==> config.mk <==
export PLATFORM = sky130hd
export DESIGN_NAME = multicycle_controlpath
export DESIGN_NICKNAME = d
export VERILOG_FILES = /design/src/rtl/multicycle_controlpath.sv
export SDC_FILE = /design/constraint.sdc
export NUM_CORES = 1
export LEC_CHECK = 0
export CAP_MARGIN = 20
export CORE_ASPECT_RATIO = 1.75
export CORE_UTILIZATION = 43
export CTS_BUF_LIST = sky130_fd_sc_hd__clkbuf_8
export DETAILED_ROUTE_END_ITERATION = 10
export HOLD_SLACK_MARGIN = 0.12
export MAX_ROUTING_LAYER = met4
export PLACE_DENSITY_LB_ADDON = 0.05
export RECOVER_POWER = 50
export SYNTH_ARGS = -nofsm -noshare
export SYNTH_HDL_FRONTEND = slang
export SYNTH_SLANG_ARGS = --single-unit
==> constraint.sdc <==
create_clock -name clk -period 2.2 [get_ports clk]
set_input_delay 0.44 -clock clk [delete_from_list [all_inputs] [get_ports clk]]
set_output_delay 0.44 -clock clk [all_outputs]
set_load 0.05 [all_outputs]
==> src/rtl/multicycle_controlpath.sv <==
// Multi-cycle RV32I-subset control FSM (lw/sw/R/I-ALU/beq/jal) sharing one memory
// port; Moore select decode, memory-ack timeout into a sticky ERROR, retire counter.
module multicycle_controlpath #(
  parameter int ALUCTRL_W   = 3,
  parameter int MEM_TIMEOUT = 15,
  parameter int CNT_W       = 16,
  parameter int EN_JAL      = 1
) (
  input  logic                 clk,
  input  logic                 reset,
  input  logic                 run,
  input  logic                 zero,
  input  logic                 mem_ack,
  input  logic [31:0]          INSTRin,
  output logic                 PCWrite,
  output logic                 AdrSrc,
  output logic                 IRWrite,
  output logic                 MemWrite,
  output logic                 mem_req,
  output logic [1:0]           ResultSrc,
  output logic [1:0]           ALUSrcA,
  output logic [1:0]           ALUSrcB,
  output logic [ALUCTRL_W-1:0] ALUControl,
  output logic [1:0]           ImmSrc,
  output logic                 RegWrite,
  output logic                 busy,
  output logic                 illegal,
  output logic [CNT_W-1:0]     instr_count
);
  typedef enum logic [3:0] {
    S_IDLE, S_FETCH, S_DECODE, S_MEMADR, S_MEMREAD, S_MEMWRITE, S_MEMWB,
    S_EXECR, S_EXECI, S_ALUWB, S_BEQ, S_JAL, S_ERROR
  } state_e;

  localparam int WAIT_W = (MEM_TIMEOUT > 1) ? $clog2(MEM_TIMEOUT) : 1;
  localparam logic [WAIT_W-1:0] WAIT_LAST = WAIT_W'((MEM_TIMEOUT > 0) ? MEM_TIMEOUT - 1 : 0);

  state_e             state_q, state_d;
  logic [WAIT_W-1:0]  wait_q, wait_d;
  logic [CNT_W-1:0]   cnt_q;
  logic               retire, tmo, alu_ok;
  logic [2:0]         alu_dec, alu_sel;
  state_e             after_ret;

  logic [6:0] opcode;
  logic [2:0] funct3;
  logic       f7b5, unused_instr;
  assign opcode       = INSTRin[6:0];
  assign funct3       = INSTRin[14:12];
  assign f7b5         = INSTRin[30];
  assign unused_instr = ^{INSTRin[31], INSTRin[29:15], INSTRin[11:7]};

  // timeout fires on the last allowed no-ack cycle; an ack in that same cycle wins
  assign tmo       = (MEM_TIMEOUT != 0) && (wait_q == WAIT_LAST);
  assign after_ret = run ? S_FETCH : S_IDLE;
  assign alu_ok    = (funct3 == 3'b000) || (funct3 == 3'b010) ||
                     (funct3 == 3'b110) || (funct3 == 3'b111);

  always_comb begin
    alu_dec = 3'b000;
    case (funct3)
      3'b000:  alu_dec = (state_q == S_EXECR && f7b5) ? 3'b001 : 3'b000;
      3'b010:  alu_dec = 3'b101;
      3'b110:  alu_dec = 3'b011;
      3'b111:  alu_dec = 3'b010;
      default: alu_dec = 3'b000;
    endcase
  end

  always_comb begin
    state_d = state_q;
    wait_d  = '0;
    retire  = 1'b0;
    case (state_q)
      S_IDLE:   if (run) state_d = S_FETCH;
      S_FETCH: begin
        if (mem_ack)  state_d = S_DECODE;
        else if (tmo) state_d = S_ERROR;
        else          wait_d  = wait_q + 1'b1;
      end
      S_DECODE: begin
        case (opcode)
          7'b0000011, 7'b0100011: state_d = S_MEMADR;
          7'b0110011:             state_d = S_EXECR;
          7'b0010011:             state_d = S_EXECI;
          7'b1100011:             state_d = S_BEQ;
          7'b1101111:             state_d = (EN_JAL != 0) ? S_JAL : S_ERROR;
          default:                state_d = S_ERROR;
        endcase
      end
      S_MEMADR: state_d = INSTRin[5] ? S_MEMWRITE : S_MEMREAD;
      S_MEMREAD: begin
        if (mem_ack)  state_d = S_MEMWB;
        else if (tmo) state_d = S_ERROR;
        else          wait_d  = wait_q + 1'b1;
      end
      S_MEMWRITE: begin
        if (mem_ack) begin
          retire  = 1'b1;
          state_d = after_ret;
        end else if (tmo) state_d = S_ERROR;
        else              wait_d  = wait_q + 1'b1;
      end
      S_MEMWB, S_ALUWB, S_BEQ: begin
        retire  = 1'b1;
        state_d = after_ret;
      end
      S_EXECR, S_EXECI: state_d = alu_ok ? S_ALUWB : S_ERROR;
      S_JAL:            state_d = S_ALUWB;
      S_ERROR:          state_d = S_ERROR;
      default:          state_d = S_ERROR;
    endcase
  end

  always_comb begin
    PCWrite   = 1'b0;
    AdrSrc    = 1'b0;
    IRWrite   = 1'b0;
    MemWrite  = 1'b0;
    mem_req   = 1'b0;
    ResultSrc = 2'b00;
    ALUSrcA   = 2'b00;
    ALUSrcB   = 2'b00;
    alu_sel   = 3'b000;
    ImmSrc    = 2'b00;
    RegWrite  = 1'b0;
    case (state_q)
      S_FETCH: begin
        mem_req = 1'b1;
        if (mem_ack) begin
          IRWrite   = 1'b1;
          PCWrite   = 1'b1;
          ALUSrcB   = 2'b10;
          ResultSrc = 2'b10;
        end
      end
      S_DECODE: begin
        ALUSrcA = 2'b01;
        ALUSrcB = 2'b01;
        ImmSrc  = 2'b10;
      end
      S_MEMADR: begin
        ALUSrcA = 2'b10;
        ALUSrcB = 2'b01;
        ImmSrc  = INSTRin[5] ? 2'b01 : 2'b00;
      end
      S_MEMREAD: begin
        mem_req = 1'b1;
        AdrSrc  = 1'b1;
      end
      S_MEMWRITE: begin
        mem_req  = 1'b1;
        MemWrite = 1'b1;
        AdrSrc   = 1'b1;
      end
      S_MEMWB: begin
        ResultSrc = 2'b01;
        RegWrite  = 1'b1;
      end
      S_EXECR: begin
        ALUSrcA = 2'b10;
        alu_sel = alu_dec;
      end
      S_EXECI: begin
        ALUSrcA = 2'b10;
        ALUSrcB = 2'b01;
        alu_sel = alu_dec;
      end
      S_ALUWB: RegWrite = 1'b1;
      S_BEQ: begin
        ALUSrcA = 2'b10;
        alu_sel = 3'b001;
        PCWrite = zero;
      end
      S_JAL: begin
        ALUSrcA = 2'b01;
        ALUSrcB = 2'b10;
        PCWrite = 1'b1;
        ImmSrc  = 2'b11;
      end
      default: ;
    endcase
  end

  assign ALUControl  = ALUCTRL_W'(alu_sel);
  assign busy        = (state_q != S_IDLE) && (state_q != S_ERROR);
  assign illegal     = (state_q == S_ERROR);
  assign instr_count = cnt_q;

  always_ff @(posedge clk or posedge reset) begin
    if (reset) begin
      state_q <= S_IDLE;
      wait_q  <= '0;
      cnt_q   <= '0;
    end else begin
      state_q <= state_d;
      wait_q  <= wait_d;
      if (retire) cnt_q <= cnt_q + 1'b1;
    end
  end
endmodule

Word level (Yosys, flattened, before mapping)
Cells that the tools add are included.
Widths: inputs -> output; s select.
{ "op_classes": {"n_reduce_logical": 17, "eq_ne": 24, "mux": 30, "add_sub_neg": 2} }
{ "ops": {"columns": ["op", "count"], "rows": [
  ["$pmux 4 s9", 1],
  ["$mux 4", 8],
  ["$eq 4x4->1 const B", 6],
  ["$pmux 4 s5", 1],
  ["$add 16x1->16 const B", 1],
  ["$eq 4x3->1 const B", 4],
  ["$eq 7x6->1 const B", 2],
  ["$eq 7x7->1 const B", 2],
  ["$pmux 2 s3", 2],
  ["$pmux 3 s4", 1],
  ["$mux 1", 10],
  ["$reduce_or 2->1", 5],
  ["$reduce_or 3->1", 3],
  ["$eq 4x2->1 const B", 2],
  ["$pmux 2 s2", 2],
  ["$eq 7x2->1 const B", 1],
  ["$eq 7x5->1 const B", 1],
  ["$eq 3x3->1 const B", 2],
  ["$pmux 3 s2", 1],
  ["$add 4x1->4 const B", 1],
  ["$eq 4x1->1 const B", 1],
  ["$logic_not 4->1", 1],
  ["$ne 4x4->1 const B", 1],
  ["$reduce_bool 4->1", 1],
  ["other kinds (10)", 13]
]} }
{ "totals": {"wordCells": 76, "regBits": 24, "out_inout_bits": 35, "input_bits": 37} }

Longest topological paths before layout
{ "logic_depth": {"depth_word": 6, "depth_mapped": 8} }

Worst setup path after synthesis
No wires, ideal clock.
{ "synth_path": {"kind": "flip-flop to output port", "from": "register state_q[0]", "to": "output ALUControl[2]", "n_path_buf": 2, "path_stages_with_launch": 7, "arrival_time_ns": 2.709, "path_slack_ns": -0.949, "cell_sequence": "dfrtp_1 -> buf_6 -> buf_2 -> or2_2 -> nor2_1 -> nor2_1 -> nor4b_1"} }
{ "synth_between": {"elab_chain_len": 3} }
{ "synth_rtl": {"columns": ["item", "line_no", "text"], "rows": [
  ["start, declared", "38", "state_e state_q, state_d;"],
  ["start signal, assigned", "196", "state_q <= state_d;"],
  ["$eq 4x3->1 / $eq 4x4->1 (equally long branches)", "127", "case (state_q)"],
  ["$reduce_or 2->1 (no source line)", null, null],
  ["$pmux 3 s2 *", "127", null],
  ["end, declared", "23", "output logic [ALUCTRL_W-1:0] ALUControl,"]
]} }
Every way passes the cells marked *; elsewhere a longest branch is shown, timed or not.

Worst setup path after layout
{ "layout_path": {"from": "input INSTRin[14]", "to": "output ALUControl[0]"} }
{ "layout_between": {"elab_chain_len": 3} }
{ "layout_rtl": {"columns": ["item", "line_no", "text"], "rows": [
  ["start, declared", "14", "input logic [31:0] INSTRin,"],
  ["$eq 3x3->1, or another cell as far along", "61", "case (funct3)"],
  ["$pmux 3 s4 *", "61", null],
  ["$pmux 3 s2 *", "127", null]
]} }
Marks and branches as above.

==> impl_metrics.ini <==
[worst_setup_path]
worst_path_max_delay_cell = clkdlybuf4s50_1
crit_path_max_incr_delay_ps = 480
path_max_fanout = 4
cp-end-kind = output pin
cp.required_ps = 1760
crit_chain = clkdlybuf4s50_1, inv_1, a21oi_1, nor4b_1, nor2_1, nor2_2, buf_12
critPathKind = in2out
critPathArrivalTime_ps = 1720
worstSetupStartpointType = input pin

[clock_network]
cts_sinks = 24
cts_buffers = 3
cts_max_level = 1
cts.reportedPaths.clkPinSlew_ps = 80
clk_latency_ps = 260
cts_root_buf = clkbuf_8
cts_tree = yes
clock_path_buffers = 2

[routing]
via_per_inst = 5.44
ant_nets = 0
routed_wl_microns = 4590
wirelength_met1_microns = 1710
routedWlPerCell_microns = 15.5
vias = 1611
topRoutingLayerUsed = met4
drc = 0
wl_met3_microns = 112
drtIter0Drc = 29
first_pass_iters = 4
wl_met2_microns = 2640

[die]
rows = 29
die_h_microns = 83.5
pin_count = 72
core-area_sq_um = 3630
die-area_sq_um = 4060
die_x_microns = 48.6
start_util = 0.450

[timing]
period_needed_ps = 2160
skew_ps = 4.58
worstMarginPinSlew_ps = 1260
max_slew_margin = 0.157
setup_violations = 0
hold_violations = 0
slew_viol_final = 0
fin_hold_ws_ps = 490
finalCritPeriodShare = 0.984
fmax_mhz = 462

[power_and_ir_drop]
leakage_nw = 1.03
ir_drop_mv = 0.365
power_density_nw_per_um2 = 317
post-layout-total-power_mw = 0.800

[logic_synthesis]
async_reset_ff_frac = 1.00
netlist_area_sq_um = 1630
syn_nets = 231
syn_avg_cell_area_sq_um = 8.55
syn_inst = 191
yosysSeqAreaShare = 0.368
synth_edf_count = 0
ys_types = 45
synth_warnings = 0
ys_seq_elements = 24
synthFlopType = dfrtp_1

[global_route]
grt_pass1_wl_microns = 7440
grt_pass1_vias = 1625
grt_max_degree = 25
grt_util_all_layers = 0.236
antenna_found_initial = 0
grt-ovfl-total = 0

[final_layout]
fin_nets = 291
stdcell_area_sq_um = 2520
mostFrequentLayoutCells = nor2_1, clkdlybuf4s50_1, dfrtp_1
antenna_cells = 0
synthToLayoutAreaGrowth_pct = 54.6
drive_gt1_frac = 0.204

[placed_design]
numPortBuffers = 50
place_hpwl_microns = 3490
gp_congestion = 0.920
place_area_sq_um = 2410

[worst_hold_path]
hp-class = reg2reg

[run]
cap_viol_max_count = 0

[status]
status = finished, final reports clean
[cell type report]
| cell class | instances | area, sq um |
|---|---|---|
| clock buffers | 4 | 55.1 |
| fillers | 306 | 1100 |
| inverters | 4 | 15.0 |
| multi-input cells | 152 | 978 |
| flip-flops and latches | 24 | 602 |
| well taps | 46 | 57.6 |
| repair buffers | 66 | 816 |
[sequential cells by signal, summed over array words and instances, names as in the netlist]
| name | count |
|---|---|
| instr_count | 16 |
| state_q | 4 |
| wait_q | 4 |
[critical path: cells and delay by family]
kind	cells	cell delay, ps
buffers and inverters	3	750
AO/OA/AOI/OAI	1	80
AND/OR/NAND/NOR	3	460
[metal layers]
layer | GRT usage | vias up
met2 | 0.447 | 51
met5 | - | -
met3 | 0.0200 | 10
met1 | 0.238 | 766
li1 | - | 784
met4 | 0.107 | 0
[stage by stage]
stage	util	TNS [ps]	setup WS, ps	cells
after floorplan	-	-1630	-683	191
after global placement	0.663	0	48.8	289
after detailed placement	0.663	0	20.9	289
after CTS	0.679	0	26.1	293
after global routing	0.696	-30.2	-23.8	296
final	0.696	0	35.7	296
[synth_stat cells, types with 2 or more instances]
| cell | number | area share |
|---|---|---|
| a21oi_1 | 11 | 0.034 |
| a21oi_2 | 2 | 0.011 |
| a31oi_1 | 2 | 0.0077 |
| and3_1 | 4 | 0.015 |
| buf_2 | 2 | 0.0061 |
| buf_6 | 4 | 0.028 |
| clkbuf_1 | 4 | 0.0092 |
| dfrtp_1 | 24 | 0.37 |
| ha_1 | 3 | 0.023 |
| inv_1 | 4 | 0.0092 |
| nand2_1 | 14 | 0.032 |
| nand2b_1 | 8 | 0.031 |
| nand3_1 | 9 | 0.028 |
| nand3b_1 | 2 | 0.0092 |
| nand4_1 | 8 | 0.031 |
| nor2_1 | 31 | 0.071 |
| nor2b_1 | 3 | 0.011 |
| nor4b_1 | 4 | 0.021 |
| o211ai_1 | 3 | 0.014 |
| o21ai_0 | 7 | 0.021 |
| o22ai_1 | 2 | 0.0077 |
| or2_2 | 2 | 0.0077 |
| xnor2_1 | 11 | 0.059 |
| xor2_1 | 6 | 0.032 |
[path summary, 6_finish.rpt]
check / startpoint / end / slack (ps) / cells past startpoint
max: INSTRin[14] / ALUControl[0] / 40 / 7
min: instr_count[15] / instr_count[15] / 490 / 1
max reg2reg: state_q[1] / instr_count[1] / 260 / 5
min reg2reg: instr_count[15] / instr_count[15] / 490 / 1
max in group asynchronous: reset / state_q[3] / 350 / 3
min in group asynchronous: reset / state_q[2] / 1020 / 3
[where the power goes]
group	switching [mW]	total, mW	internal (mW)
clock network	0.134	0.293	0.160
logic	0.0315	0.0666	0.0350
registers	0	0.441	0.441
[timing repair]
item	4_1_cts	5_1_grt
setup buffers	0	3
pin swaps	0	1
resized for setup	1	12
hold buffers	0	0
setup endpoints to repair	2	3
[kinds of logic (layout without fill, tap and decap cells)]
family	Yosys count	in the layout	synth area share
buffers and inverters	15	74	0.0567
adders and majority gates	3	3	0.0230
AOI/OAI and AO/OA	37	37	0.150
xor gates and xnor gates	17	17	0.0912
muxes	2	2	0.0153
DFF	24	24	0.368
and+or+nand+nor	93	93	0.296
No activity file was read; power rests on OpenSTA's default activity.
